==> config.mk <==
export PLATFORM = sky130hd
export DESIGN_NAME = led_group_ctrl
export DESIGN_NICKNAME = d
export VERILOG_FILES = /design/src/rtl/led_ctrl_pkg.sv /design/src/rtl/pb_debounce.sv /design/src/rtl/led_group_ctrl.sv
export SDC_FILE = /design/constraint.sdc
export NUM_CORES = 1
export LEC_CHECK = 0
export CORE_MARGIN = 1
export CORE_UTILIZATION = 39
export DETAILED_ROUTE_END_ITERATION = 6
export PLACE_DENSITY = 0.68
export SYNTH_ARGS = -nofsm -noshare
export SYNTH_HDL_FRONTEND = slang
export SYNTH_HIERARCHICAL = 1
export SYNTH_SLANG_ARGS = --single-unit
==> constraint.sdc <==
create_clock -name clk -period 6.1 [get_ports clk]
set_clock_uncertainty 0.05 [all_clocks]
set_input_delay 0.915 -clock clk [delete_from_list [all_inputs] [get_ports clk]]
set_output_delay 0.915 -clock clk [all_outputs]
set_load 0.05 [all_outputs]
==> src/rtl/led_ctrl_pkg.sv <==
// Shared types and helpers for the 4x4 LED group controller.
package led_ctrl_pkg;

  localparam int N_GROUPS = 4;
  localparam int GROUP_W  = 4;
  localparam int LED_W    = N_GROUPS * GROUP_W;

  typedef enum logic {MANUAL = 1'b0, AUTO = 1'b1} mode_t;

  typedef logic [N_GROUPS-1:0] grp_mask_t;

  // Isolates the lowest set bit, so simultaneous presses resolve to the lowest group.
  function automatic grp_mask_t lowest_onehot(input grp_mask_t m);
    return m & grp_mask_t'(~m + grp_mask_t'(1));
  endfunction

endpackage

==> src/rtl/pb_debounce.sv <==
// Synchronizes one raw asynchronous input and debounces it; emits registered edge pulses.
module pb_debounce #(
  parameter logic [15:0] DEBOUNCE_CYCLES = 16'd50000
) (
  input  logic clk,
  input  logic rst,
  input  logic raw,
  output logic level,
  output logic rise,
  output logic fall
);

  logic        sync0;
  logic        sync1;
  logic [15:0] cnt;
  logic        flip;

  // The level flips on the cycle the disagreement has lasted DEBOUNCE_CYCLES cycles.
  assign flip = (sync1 != level) && (cnt == DEBOUNCE_CYCLES - 16'd1);

  always_ff @(posedge clk or posedge rst) begin
    if (rst) begin
      sync0 <= 1'b0;
      sync1 <= 1'b0;
      cnt   <= '0;
      level <= 1'b0;
      rise  <= 1'b0;
      fall  <= 1'b0;
    end else begin
      sync0 <= raw;
      sync1 <= sync0;
      if (sync1 == level || flip) begin
        cnt <= '0;
      end else begin
        cnt <= cnt + 16'd1;
      end
      if (flip) begin
        level <= ~level;
      end
      rise <= flip & ~level;
      fall <= flip & level;
    end
  end

endmodule

==> src/rtl/led_group_ctrl.sv <==
// Board LED controller: debounced buttons drive a per-group enable mask in MANUAL
// mode, or pick/rotate a single lit group in AUTO mode.
module led_group_ctrl
  import led_ctrl_pkg::*;
#(
  parameter logic [15:0] DEBOUNCE_CYCLES = 16'd50000,
  parameter logic [31:0] STEP_CYCLES     = 32'd50_000_000
) (
  input  logic                clk,
  input  logic                rst,
  input  logic [LED_W-1:0]    sw,
  input  logic [N_GROUPS-1:0] pb,
  input  logic                auto_en,
  output logic [LED_W-1:0]    led,
  output logic [N_GROUPS-1:0] grp_en,
  output logic                mode
);

  grp_mask_t   press;
  grp_mask_t   pb_level;
  grp_mask_t   pb_fall;
  logic        auto_level;
  logic        auto_rise;
  logic        auto_fall;

  mode_t       state;
  mode_t       state_next;
  grp_mask_t   grp_en_next;
  grp_mask_t   saved_mask;
  grp_mask_t   saved_mask_next;
  logic [31:0] step_cnt;
  logic [31:0] step_cnt_next;
  logic [LED_W-1:0] led_next;

  for (genvar g = 0; g < N_GROUPS; g++) begin : g_pb
    pb_debounce #(.DEBOUNCE_CYCLES(DEBOUNCE_CYCLES)) u_pb (
      .clk   (clk),
      .rst   (rst),
      .raw   (pb[g]),
      .level (pb_level[g]),
      .rise  (press[g]),
      .fall  (pb_fall[g])
    );
  end

  pb_debounce #(.DEBOUNCE_CYCLES(DEBOUNCE_CYCLES)) u_auto (
    .clk   (clk),
    .rst   (rst),
    .raw   (auto_en),
    .level (auto_level),
    .rise  (auto_rise),
    .fall  (auto_fall)
  );

  // Button levels and release edges carry no action here.
  logic unused_levels;
  assign unused_levels = ^{pb_level, pb_fall, auto_level};

  assign mode = (state == AUTO);

  always_ff @(posedge clk or posedge rst) begin
    if (rst) begin
      state      <= MANUAL;
      grp_en     <= 4'hF;
      saved_mask <= 4'hF;
      step_cnt   <= '0;
      led        <= '0;
    end else begin
      state      <= state_next;
      grp_en     <= grp_en_next;
      saved_mask <= saved_mask_next;
      step_cnt   <= step_cnt_next;
      led        <= led_next;
    end
  end

  // Mode transitions take precedence over presses, which take precedence over rotation.
  always_comb begin
    state_next      = state;
    grp_en_next     = grp_en;
    saved_mask_next = saved_mask;
    step_cnt_next   = step_cnt;
    unique case (state)
      MANUAL: begin
        if (auto_rise) begin
          state_next      = AUTO;
          saved_mask_next = grp_en;
          grp_en_next     = 4'b0001;
          step_cnt_next   = '0;
        end else begin
          grp_en_next = grp_en ^ press;
        end
      end
      AUTO: begin
        if (auto_fall) begin
          state_next    = MANUAL;
          grp_en_next   = saved_mask;
          step_cnt_next = '0;
        end else if (|press) begin
          grp_en_next   = lowest_onehot(press);
          step_cnt_next = '0;
        end else if (step_cnt == STEP_CYCLES - 32'd1) begin
          grp_en_next   = {grp_en[N_GROUPS-2:0], grp_en[N_GROUPS-1]};
          step_cnt_next = '0;
        end else begin
          step_cnt_next = step_cnt + 32'd1;
        end
      end
      default: state_next = MANUAL;
    endcase
  end

  always_comb begin
    led_next = '0;
    for (int g = 0; g < N_GROUPS; g++) begin
      led_next[g*GROUP_W +: GROUP_W] = sw[g*GROUP_W +: GROUP_W] & {GROUP_W{grp_en[g]}};
    end
  end

endmodule

==> results of run 1 <==
-- per-layer routing --
metal  wire length, µm  vias up
li1                  -     2540
met1              6780     2474
met2              6620       54
met3               291       16
met4               227        0
met5                 0        -
-- path summary, 6_finish.rpt --
path	startpoint	to	slack (ps)	depth (start not counted)
min in group asynchronous	rst	g_pb[0].u_pb/sync0$_DFF_PP0_	1130	2
worst min register to register	u_auto/sync0$_DFF_PP0_	u_auto/sync1$_DFF_PP0_	300	0
max in group asynchronous	rst	led[13]$_DFF_PP0_	4300	3
worst min-delay path	u_auto/sync0$_DFF_PP0_	u_auto/sync1$_DFF_PP0_	300	0
worst max-delay path	grp_en[1]$_DFFE_PP1P_	grp_en[1]	3230	1
worst max register to register	step_cnt[23]$_DFFE_PP0P_	step_cnt[9]$_DFFE_PP0P_	3420	5
-- cells in the final DEF, fill, tap and decap left out, drive strengths merged, types with 2 or more instances in the layout --
master	count
nor4b	5
o21ai	9
clkbuf	17
or3	3
clkdlybuf4s50	43
clkinv	3
a31oi	3
xor2	54
a21oi	6
nand4	47
and4	9
o22ai	4
dfstp	8
nand3	45
and3	22
nor3b	8
a22o	3
buf	2
and2	23
clkinvlp	3
inv	25
nor2	118
nand2	28
dfrtp	150
nor3	14
nor4bb	5
nor4	20
mux2	7
and4bb	5
ha	6
xnor2	47
nand2b	3
-- final cells by class --
| type | count | area [µm²] | share of cell area (%) |
|---|---|---|---|
| multi-input combinational | 504 | 3260 | 37.9 |
| sequential | 158 | 3960 | 46.1 |
| clock inverter | 15 | 146 | 1.70 |
| clock buffer | 17 | 425 | 4.95 |
| timing repair buffer | 45 | 445 | 5.18 |
| tap | 234 | 293 | 3.41 |
| inverter | 16 | 60.1 | 0.699 |
-- flip-flops by register name, indices dropped and copies added (netlist names) --
name and count:
u_auto/cnt 16, u_auto/sync1 1, u_auto/sync0 1, step_cnt 32, u_auto/fall 1, led 16
u_auto/rise 1, g_pb.u_pb/sync1 4, g_pb.u_pb/rise 4, g_pb.u_pb/level 4, saved_mask 4, mode 1
grp_en 4, u_auto/level 1, g_pb.u_pb/cnt 64, g_pb.u_pb/sync0 4
-- power by group --
part,switching [mW],internal (mW)
combinational,0.0361,0.0217
sequential,0.00993,1.06
clock,0.468,0.541
==> run_summary.xml, run 1 <==
<?xml version="1.0" encoding="UTF-8"?>
<metrics>
  <group name="clock_tree">
    <metric name="cts-root-to-sink-buffers" unit="">2</metric>
    <metric name="cts-resized-gates" unit="">0</metric>
    <metric name="tritoncts_clock_tree" unit="">yes</metric>
    <metric name="cts_max_level" unit="">4</metric>
    <metric name="cts_hold_buffers_added" unit="">0</metric>
    <metric name="numCtsBuffers" unit="">17</metric>
    <metric name="clock_latency_reported_for_the_late_side_of_the_worst_skew_pair" unit="ps">430</metric>
    <metric name="numClockSinks" unit="">158</metric>
    <metric name="clock-root-buffer" unit="">sky130_fd_sc_hd__clkbuf_16</metric>
    <metric name="clkTransAtPathRegs" unit="ps">70</metric>
    <metric name="postCtsSetupBuffers" unit="">0</metric>
  </group>
  <group name="global_route">
    <metric name="use_met2" unit="%">24.8</metric>
    <metric name="vias_in_the_first_global_route" unit="">5135</metric>
    <metric name="use_met1" unit="%">20.7</metric>
    <metric name="grt_first_pass_wirelength" unit="µm">24600</metric>
    <metric name="global_route.usage.met3" unit="%">3.01</metric>
    <metric name="grt_overflow_total" unit="">0</metric>
    <metric name="groute.usage.overall" unit="%">15.5</metric>
    <metric name="top_usage_layer" unit="">met2</metric>
    <metric name="initial_antenna_violation_count" unit="">0</metric>
    <metric name="grt_max_degree" unit="">58</metric>
  </group>
  <group name="placed_design">
    <metric name="place_ws" unit="ps">3410</metric>
    <metric name="post-place-cells" unit="">957</metric>
    <metric name="portBuffers" unit="">43</metric>
    <metric name="cell_area_after_placement" unit="mm²">0.00802</metric>
    <metric name="gpl.final_weighted_congestion" unit="">0.794</metric>
    <metric name="dp_hpwl" unit="µm">9490</metric>
  </group>
  <group name="cells_and_area">
    <metric name="final.fill_count" unit="">1740</metric>
    <metric name="n_antenna_cell" unit="">0</metric>
    <metric name="p_r_area_growth_vs_syn" unit="%">14.8</metric>
    <metric name="utilization" unit="%">45.8</metric>
    <metric name="design.final.nets" unit="">771</metric>
    <metric name="final_cells" unit="">989</metric>
    <metric name="post-route-cell-area" unit="mm²">0.00859</metric>
    <metric name="drive_above_1_share" unit="%">9.40</metric>
  </group>
  <group name="critical_path">
    <metric name="worstSetupEndpointType" unit="">output port</metric>
    <metric name="critical_path.startpoint_type" unit="">flop</metric>
    <metric name="crit_path_dat" unit="ps">1900</metric>
    <metric name="crit_required" unit="ps">5130</metric>
    <metric name="worstPathCellList" unit="">clkdlybuf4s50_1</metric>
    <metric name="cpLargestDelayFamily" unit="">buffers and inverters</metric>
    <metric name="path_buf_inv" unit="">1</metric>
    <metric name="path_class" unit="">reg2out</metric>
    <metric name="cp_max_fo" unit="">8</metric>
    <metric name="slowest_stage" unit="">sky130_fd_sc_hd__clkdlybuf4s50_1</metric>
    <metric name="slowest_delay" unit="ps">840</metric>
  </group>
  <group name="synthesis">
    <metric name="yosysWarningCount" unit="">6</metric>
    <metric name="postSynthAreaPerCell" unit="µm²">10.6</metric>
    <metric name="synth_fp_nets" unit="">737</metric>
    <metric name="synth_area" unit="mm²">0.00749</metric>
    <metric name="synth_cells" unit="">708</metric>
  </group>
  <group name="timing">
    <metric name="tightest_slew" unit="ps">1080</metric>
    <metric name="highest_achievable_clock_rate" unit="MHz">349</metric>
    <metric name="hold_viol_final" unit="">0</metric>
    <metric name="layout_min_cycle_time" unit="ps">2870</metric>
    <metric name="timing_max_transition_violations_final" unit="">0</metric>
    <metric name="fin_ws" unit="ps">3230</metric>
    <metric name="fin_setup_tns" unit="ps">0</metric>
    <metric name="final.period_utilization" unit="%">47.0</metric>
    <metric name="max_slew_margin" unit="%">27.6</metric>
    <metric name="final-setup-viol-count" unit="">0</metric>
    <metric name="rsz_0062_raised_after_global_routing" unit="">no</metric>
    <metric name="worst_hold_slack" unit="ps">299</metric>
  </group>
  <group name="power_and_ir_drop">
    <metric name="total_leakage_power" unit="nW">3.69</metric>
    <metric name="totalPowerFinal" unit="mW">2.14</metric>
    <metric name="powerDensity" unit="mW/mm²">249</metric>
    <metric name="vdd.ir_drop.worst" unit="µV">175</metric>
  </group>
  <group name="die">
    <metric name="core_area" unit="mm²">0.0188</metric>
    <metric name="die_w" unit="µm">141</metric>
    <metric name="initial_core_util" unit="%">39.9</metric>
    <metric name="die_h" unit="µm">141</metric>
    <metric name="io_pins" unit="">44</metric>
    <metric name="dieArea" unit="mm²">0.0198</metric>
    <metric name="placement_rows" unit="">50</metric>
  </group>
  <group name="drt">
    <metric name="routed_wl" unit="µm">13900</metric>
    <metric name="detailedRoute.firstPassIterationCount" unit="">4</metric>
    <metric name="route.detailed.vias_per_inst" unit="">5.14</metric>
    <metric name="vias" unit="">5084</metric>
    <metric name="route.detailed.drc" unit="">0</metric>
    <metric name="drt_iter0_markers" unit="">240</metric>
    <metric name="drtAntennaViolNets" unit="">0</metric>
    <metric name="wire_per_inst" unit="µm">14.1</metric>
  </group>
  <group name="run_status">
    <metric name="result_of_the_run" unit="">finished clean</metric>
  </group>
  <group name="hold_path">
    <metric name="hold_path_class" unit="">reg2reg</metric>
  </group>
  <group name="job">
    <metric name="cap_violations" unit="">0</metric>
  </group>
</metrics>
Note: power is estimated with default switching activity, not from simulation.
==> run 2, diff against run 1 <==
- PLACE_DENSITY: 0.68 -> 0.7
- clock period: 6.1 -> 2.4 ns (I/O delays scaled with it)
==> run 2 against run 1 <==
- routed wire length up 2.2%
- global-route usage is 0.24 points higher
- register-to-register slack got worse by 3100 ps
- design area is 1.5% higher
- final cell count up 1.4%
- sequential share of layout area shrank 0.69 points
- core utilization grew 0.70 points
- die area stayed put
- first-iteration DRC count up 0.83%
- via count up 1.0%
- critical path depth grew 1
- highest routed layer unchanged
- critical endpoint is now mode
- sequential power increased to 2.5 times the previous value
- largest power group unchanged
==> run_summary.xml, run 2 (same netlist as run 1, synthesis figures left out) <==
<?xml version="1.0" encoding="UTF-8"?>
<metrics>
  <group name="critical_path">
    <metric name="worstSetupEndpointType" unit="">output port</metric>
    <metric name="destination_of_the_worst_register_to_register_timing_path" unit="">step_cnt[31]$_DFFE_PP0P_</metric>
    <metric name="r2r_slack" unit="ps">280</metric>
    <metric name="cp_max_fo" unit="">9</metric>
    <metric name="critical_path.startpoint_type" unit="">flop</metric>
    <metric name="critical_path.startpoint" unit="">mode$_DFF_PP0_</metric>
    <metric name="crit_required" unit="ps">1990</metric>
    <metric name="path_class" unit="">reg2out</metric>
    <metric name="worst_r2r_path_cells" unit="">5</metric>
    <metric name="crit_path_dat" unit="ps">1900</metric>
    <metric name="timing.critical_path.to" unit="">mode</metric>
    <metric name="startpoint_of_the_worst_register_to_register_path" unit="">g_pb[1].u_pb/rise$_DFF_PP0_</metric>
  </group>
  <group name="timing">
    <metric name="fin_ws" unit="ps">88.3</metric>
    <metric name="rsz_0062_raised_after_global_routing" unit="">no</metric>
    <metric name="layout_min_cycle_time" unit="ps">2310</metric>
    <metric name="max_slew_margin" unit="%">34.6</metric>
    <metric name="fin_setup_tns" unit="ps">0</metric>
    <metric name="tightest_slew" unit="ps">973</metric>
    <metric name="worst_hold_slack" unit="ps">298</metric>
    <metric name="timing_max_transition_violations_final" unit="">0</metric>
    <metric name="final-setup-viol-count" unit="">0</metric>
    <metric name="highest_achievable_clock_rate" unit="MHz">433</metric>
    <metric name="hold_viol_final" unit="">0</metric>
    <metric name="final.period_utilization" unit="%">96.3</metric>
  </group>
  <group name="clock_tree">
    <metric name="tritoncts_clock_tree" unit="">yes</metric>
    <metric name="cts-root-to-sink-buffers" unit="">2</metric>
    <metric name="postCtsSetupBuffers" unit="">0</metric>
    <metric name="cts_hold_buffers_added" unit="">0</metric>
    <metric name="numClockSinks" unit="">158</metric>
    <metric name="clock-root-buffer" unit="">sky130_fd_sc_hd__clkbuf_16</metric>
    <metric name="cts_max_level" unit="">4</metric>
    <metric name="clkTransAtPathRegs" unit="ps">60</metric>
    <metric name="numCtsBuffers" unit="">17</metric>
    <metric name="clock_latency_reported_for_the_late_side_of_the_worst_skew_pair" unit="ps">430</metric>
  </group>
  <group name="job">
    <metric name="cap_violations" unit="">0</metric>
  </group>
  <group name="global_route">
    <metric name="grt_overflow_total" unit="">0</metric>
    <metric name="groute.usage.overall" unit="%">15.7</metric>
    <metric name="grt_max_degree" unit="">38</metric>
    <metric name="vias_in_the_first_global_route" unit="">5026</metric>
    <metric name="initial_antenna_violation_count" unit="">0</metric>
    <metric name="grt_first_pass_wirelength" unit="µm">24600</metric>
  </group>
  <group name="drt">
    <metric name="vias" unit="">5136</metric>
    <metric name="drtAntennaViolNets" unit="">0</metric>
    <metric name="drt_iter0_markers" unit="">242</metric>
    <metric name="detailedRoute.firstPassIterationCount" unit="">4</metric>
    <metric name="routed_wl" unit="µm">14200</metric>
    <metric name="route.detailed.vias_per_inst" unit="">5.12</metric>
    <metric name="wire_per_inst" unit="µm">14.2</metric>
    <metric name="route.detailed.drc" unit="">0</metric>
  </group>
  <group name="placed_design">
    <metric name="cell_area_after_placement" unit="mm²">0.00814</metric>
    <metric name="gpl.final_weighted_congestion" unit="">0.830</metric>
    <metric name="place_ws" unit="ps">257</metric>
    <metric name="post-place-cells" unit="">971</metric>
    <metric name="portBuffers" unit="">43</metric>
    <metric name="dp_hpwl" unit="µm">9760</metric>
  </group>
  <group name="cells_and_area">
    <metric name="utilization" unit="%">46.5</metric>
    <metric name="n_antenna_cell" unit="">0</metric>
    <metric name="layout_common_cells" unit="">sky130_fd_sc_hd__dfrtp_1 (150), sky130_fd_sc_hd__nor2_1 (115), sky130_fd_sc_hd__xor2_1 (54), sky130_fd_sc_hd__xnor2_1 (47)</metric>
    <metric name="p_r_area_growth_vs_syn" unit="%">16.5</metric>
    <metric name="regMostFlops" unit="">g_pb.u_pb/cnt</metric>
    <metric name="largestRegisters" unit="">g_pb.u_pb/cnt (64), step_cnt (32)</metric>
    <metric name="multiInputGateArea" unit="mm²">0.00326</metric>
    <metric name="register_area" unit="mm²">0.00396</metric>
    <metric name="layout.cells.most_common" unit="">sky130_fd_sc_hd__dfrtp_1</metric>
    <metric name="post-route-cell-area" unit="mm²">0.00872</metric>
    <metric name="largest_reg_flops" unit="">64</metric>
    <metric name="design.final.nets" unit="">785</metric>
    <metric name="final_cells" unit="">1003</metric>
    <metric name="drive_above_1_share" unit="%">10.7</metric>
    <metric name="final.fill_count" unit="">1739</metric>
  </group>
  <group name="die">
    <metric name="io_pins" unit="">44</metric>
    <metric name="placement_rows" unit="">50</metric>
    <metric name="die_h" unit="µm">141</metric>
    <metric name="die_w" unit="µm">141</metric>
    <metric name="initial_core_util" unit="%">39.9</metric>
    <metric name="core_area" unit="mm²">0.0188</metric>
    <metric name="dieArea" unit="mm²">0.0198</metric>
  </group>
  <group name="hold_path">
    <metric name="hold_path_class" unit="">reg2reg</metric>
    <metric name="hold_start" unit="">g_pb[0].u_pb/sync0$_DFF_PP0_</metric>
  </group>
  <group name="power_and_ir_drop">
    <metric name="p_switching" unit="mW">1.21</metric>
    <metric name="totalPowerFinal" unit="mW">5.54</metric>
    <metric name="vdd.ir_drop.worst" unit="µV">513</metric>
    <metric name="total_leakage_power" unit="nW">3.79</metric>
    <metric name="share_seq_of_total_power" unit="%">49.1</metric>
    <metric name="power.share.clock" unit="%">48.0</metric>
    <metric name="internal_power" unit="mW">4.33</metric>
    <metric name="comb_power_share" unit="%">2.9</metric>
    <metric name="powerDensity" unit="mW/mm²">635</metric>
    <metric name="swShare" unit="%">21.8</metric>
  </group>
  <group name="run_status">
    <metric name="result_of_the_run" unit="">finished clean</metric>
  </group>
</metrics>
-- run 2: worst min-delay path by stage --
| stage | end | cells past startpoint |
|---|---|---|
| detailed placement | g_pb[0].u_pb/sync1$_DFF_PP0_ | 0 |
| floorplan | g_pb[0].u_pb/cnt[0]$_DFF_PP0_ | 1 |
| CTS | g_pb[1].u_pb/sync0$_DFF_PP0_ | 1 |
| global placement | g_pb[0].u_pb/sync1$_DFF_PP0_ | 0 |
| global route | g_pb[0].u_pb/sync0$_DFF_PP0_ | 1 |
| finish | g_pb[0].u_pb/sync1$_DFF_PP0_ | 0 |
-- run 2: layout make-up --
class / instances / share of cell area [%]
Clock buffer: 21 / 5.16
Multi-Input combinational cell: 504 / 37.4
Timing Repair Buffer: 59 / 6.48
Clock inverter: 11 / 1.52
Inverter: 16 / 0.688
Tap cell: 234 / 3.36
Sequential cell: 158 / 45.4
-- run 2: what timing repair did --
item                                   4_1_cts  5_1_grt
resized for setup                            0        1
endpoints found under the hold margin        0        0
setup endpoints to repair                    0        1
-- run 2: power by group through the flow --
stage,Clock [mW],Combinational (mW),Sequential (mW)
2_1_floorplan,0,0.0952,2.76
3_3_place_gp,0,0.162,2.77
3_5_place_dp,0,0.165,2.77
4_1_cts,2.72,0.166,2.72
5_1_grt,2.85,0.187,2.72
6_report,2.66,0.159,2.72
-- run 2: worst max-delay path: stages, from the launching register on --
cell and delay, ps:
sky130_fd_sc_hd__dfrtp_1 460, sky130_fd_sc_hd__buf_4 170, sky130_fd_sc_hd__clkdlybuf4s50_1 850
-- run 2: metal layers --
metal / track usage (%) / up-vias / part of all wire [%] / routed length [µm]
met5: 0 / - / 0 / 0
met1: 21.1 / 2506 / 48 / 6850
li1: - / 2552 / - / -
met2: 24.6 / 64 / 48 / 6820
met4: 6.12 / 0 / 1.4 / 195
met3: 3.83 / 14 / 2.5 / 356
==> run 3, diff against run 2 <==
- ABC_AREA: not set -> 1
- CORE_ASPECT_RATIO: not set -> 0.5
==> run 3 against run 2 <==
- design area rose by 11%
- setup slack improved by 23 ps
- sequential share of layout area fell by 4.7 points
- die area rose by 12%
- clock power rose by 11%
- core utilization rose by 0.30 points
- register-to-register slack improved by 270 ps
==> run_summary.xml, run 3 <==
<?xml version="1.0" encoding="UTF-8"?>
<metrics>
  <group name="synthesis">
    <metric name="synth_fp_nets" unit="">1105</metric>
    <metric name="synth_cells" unit="">1076</metric>
    <metric name="postSynthAreaPerCell" unit="µm²">7.77</metric>
    <metric name="synth_area" unit="mm²">0.00836</metric>
    <metric name="yosysWarningCount" unit="">6</metric>
  </group>
  <group name="placed_design">
    <metric name="cell_area_after_placement" unit="mm²">0.00908</metric>
    <metric name="dp_hpwl" unit="µm">11800</metric>
    <metric name="place_ws" unit="ps">539</metric>
    <metric name="portBuffers" unit="">43</metric>
    <metric name="gpl.final_weighted_congestion" unit="">0.888</metric>
  </group>
  <group name="critical_path">
    <metric name="slowest_stage" unit="">sky130_fd_sc_hd__clkdlybuf4s50_1</metric>
    <metric name="slowest_delay" unit="ps">830</metric>
    <metric name="worstSetupEndpointType" unit="">output port</metric>
    <metric name="crit_required" unit="ps">1990</metric>
    <metric name="path_buf_inv" unit="">1</metric>
    <metric name="worst_r2r_path_cells" unit="">10</metric>
    <metric name="cpLargestDelayFamily" unit="">buffers and inverters</metric>
    <metric name="critical_path.startpoint_type" unit="">flop</metric>
    <metric name="cp_num_cells" unit="">1</metric>
    <metric name="cp_max_fo" unit="">9</metric>
    <metric name="path_class" unit="">reg2out</metric>
    <metric name="worstPathCellList" unit="">clkdlybuf4s50_1</metric>
    <metric name="crit_path_dat" unit="ps">1880</metric>
  </group>
  <group name="die">
    <metric name="dieArea" unit="mm²">0.0221</metric>
    <metric name="initial_core_util" unit="%">40.2</metric>
    <metric name="placement_rows" unit="">37</metric>
    <metric name="die_w" unit="µm">209</metric>
    <metric name="io_pins" unit="">44</metric>
    <metric name="die_h" unit="µm">106</metric>
    <metric name="core_area" unit="mm²">0.0208</metric>
  </group>
  <group name="job">
    <metric name="cap_violations" unit="">0</metric>
  </group>
  <group name="global_route">
    <metric name="groute.usage.overall" unit="%">16.4</metric>
    <metric name="initial_antenna_violation_count" unit="">0</metric>
    <metric name="grt_max_degree" unit="">50</metric>
    <metric name="grt_overflow_total" unit="">0</metric>
    <metric name="vias_in_the_first_global_route" unit="">6529</metric>
    <metric name="grt_first_pass_wirelength" unit="µm">29400</metric>
  </group>
  <group name="timing">
    <metric name="fin_ws" unit="ps">111</metric>
    <metric name="fin_setup_tns" unit="ps">0</metric>
    <metric name="rsz_0062_raised_after_global_routing" unit="">no</metric>
    <metric name="highest_achievable_clock_rate" unit="MHz">437</metric>
    <metric name="worst_hold_slack" unit="ps">304</metric>
    <metric name="layout_min_cycle_time" unit="ps">2290</metric>
    <metric name="tightest_slew" unit="ps">507</metric>
    <metric name="max_slew_margin" unit="%">66.1</metric>
    <metric name="final-setup-viol-count" unit="">0</metric>
    <metric name="final.period_utilization" unit="%">95.4</metric>
    <metric name="hold_viol_final" unit="">0</metric>
    <metric name="timing_max_transition_violations_final" unit="">0</metric>
  </group>
  <group name="clock_tree">
    <metric name="clkTransAtPathRegs" unit="ps">70</metric>
    <metric name="cts-resized-gates" unit="">0</metric>
    <metric name="clock_latency_reported_for_the_late_side_of_the_worst_skew_pair" unit="ps">440</metric>
    <metric name="numClockSinks" unit="">158</metric>
    <metric name="cts-root-to-sink-buffers" unit="">2</metric>
    <metric name="postCtsSetupBuffers" unit="">0</metric>
    <metric name="cts_hold_buffers_added" unit="">0</metric>
    <metric name="clock-root-buffer" unit="">sky130_fd_sc_hd__clkbuf_16</metric>
    <metric name="cts_max_level" unit="">4</metric>
    <metric name="numCtsBuffers" unit="">17</metric>
    <metric name="tritoncts_clock_tree" unit="">yes</metric>
  </group>
  <group name="cells_and_area">
    <metric name="largestRegisters" unit="">g_pb.u_pb/cnt (64), step_cnt (32)</metric>
    <metric name="layout.cells.most_common" unit="">sky130_fd_sc_hd__nand2_1</metric>
    <metric name="layout_common_cells" unit="">sky130_fd_sc_hd__nand2_1 (293), sky130_fd_sc_hd__nor2_1 (200), sky130_fd_sc_hd__dfrtp_1 (150), sky130_fd_sc_hd__inv_1 (125), sky130_fd_sc_hd__nand3_1 (53)</metric>
    <metric name="regMostFlops" unit="">g_pb.u_pb/cnt</metric>
    <metric name="largest_reg_flops" unit="">64</metric>
    <metric name="design.final.nets" unit="">1164</metric>
    <metric name="p_r_area_growth_vs_syn" unit="%">16.3</metric>
    <metric name="drive_above_1_share" unit="%">11.5</metric>
    <metric name="final.fill_count" unit="">1959</metric>
    <metric name="n_antenna_cell" unit="">0</metric>
    <metric name="post-route-cell-area" unit="mm²">0.00972</metric>
  </group>
  <group name="hold_path">
    <metric name="worstHoldPathCells" unit="">0</metric>
    <metric name="hold_path_class" unit="">reg2reg</metric>
  </group>
  <group name="power_and_ir_drop">
    <metric name="vdd.ir_drop.worst" unit="µV">368</metric>
    <metric name="totalPowerFinal" unit="mW">5.83</metric>
    <metric name="total_leakage_power" unit="nW">4.34</metric>
    <metric name="powerDensity" unit="mW/mm²">600</metric>
  </group>
  <group name="drt">
    <metric name="drt_iter0_markers" unit="">403</metric>
    <metric name="route.detailed.vias_per_inst" unit="">4.72</metric>
    <metric name="routed_wl" unit="µm">16500</metric>
    <metric name="drtAntennaViolNets" unit="">0</metric>
    <metric name="wire_per_inst" unit="µm">11.6</metric>
    <metric name="vias" unit="">6705</metric>
    <metric name="route.detailed.drc" unit="">0</metric>
    <metric name="detailedRoute.firstPassIterationCount" unit="">5</metric>
  </group>
  <group name="run_status">
    <metric name="result_of_the_run" unit="">finished clean</metric>
  </group>
</metrics>
run 3: cell types whose count changed in the layout (fill, tap and decap cells not counted), moves of 20 or more:
cell / change
sky130_fd_sc_hd__and2_1: -20
sky130_fd_sc_hd__xnor2_1: -28
sky130_fd_sc_hd__nand2_1: +270
sky130_fd_sc_hd__and3_1: -22
sky130_fd_sc_hd__xor2_1: -36
sky130_fd_sc_hd__nor2_2: +23
sky130_fd_sc_hd__nor2_1: +85
sky130_fd_sc_hd__inv_1: +110
run 3: through the flow:
stage | utilization (%) | std cells
floorplan | - | 1076
global placement | 43.7 | 1389
detailed placement | 43.7 | 1389
CTS | 46.8 | 1421
global route | 46.8 | 1421
finish | 46.8 | 1421
run 3: metal layers:
| layer | global-route usage [%] | up-vias | share of wire, % |
|---|---|---|---|
| li1 | - | 3462 | - |
| met1 | 21.0 | 3156 | 49 |
| met2 | 27.4 | 68 | 47 |
| met3 | 4.20 | 19 | 2.6 |
| met4 | 4.78 | 0 | 1.4 |
| met5 | 0 | - | 0 |
run 3: worst paths after layout:
path                                               from                           end  slack, ps
max                               grp_en[3]$_DFFE_PP1P_                     grp_en[3]        110
min                        g_pb[3].u_pb/sync0$_DFF_PP0_  g_pb[3].u_pb/sync1$_DFF_PP0_        300
max reg2reg                     step_cnt[0]$_DFFE_PP0P_      step_cnt[17]$_DFFE_PP0P_        550
min reg2reg                g_pb[3].u_pb/sync0$_DFF_PP0_  g_pb[3].u_pb/sync1$_DFF_PP0_        300
max in group asynchronous                           rst         grp_en[1]$_DFFE_PP1P_       1360
min in group asynchronous                           rst             led[10]$_DFF_PP0_        360
run 3: final cells by class:
| cell class | count | area (µm²) | area share [%] |
|---|---|---|---|
| inverters | 133 | 502 | 5.16 |
| well taps | 273 | 342 | 3.51 |
| repair buffers | 49 | 488 | 5.02 |
| clock inverters | 14 | 204 | 2.10 |
| multi-input cells | 776 | 3790 | 38.9 |
| flip-flops and latches | 158 | 3960 | 40.8 |
| clock buffers | 18 | 439 | 4.52 |
run 3: power breakdown:
part	internal [mW]	total, mW	switching (mW)	leakage [nW]
clock	1.79	2.94	1.15	0.309
combinational	0.0690	0.179	0.110	1.88
sequential	2.69	2.71	0.0177	2.14
total	4.55	5.83	1.28	4.34
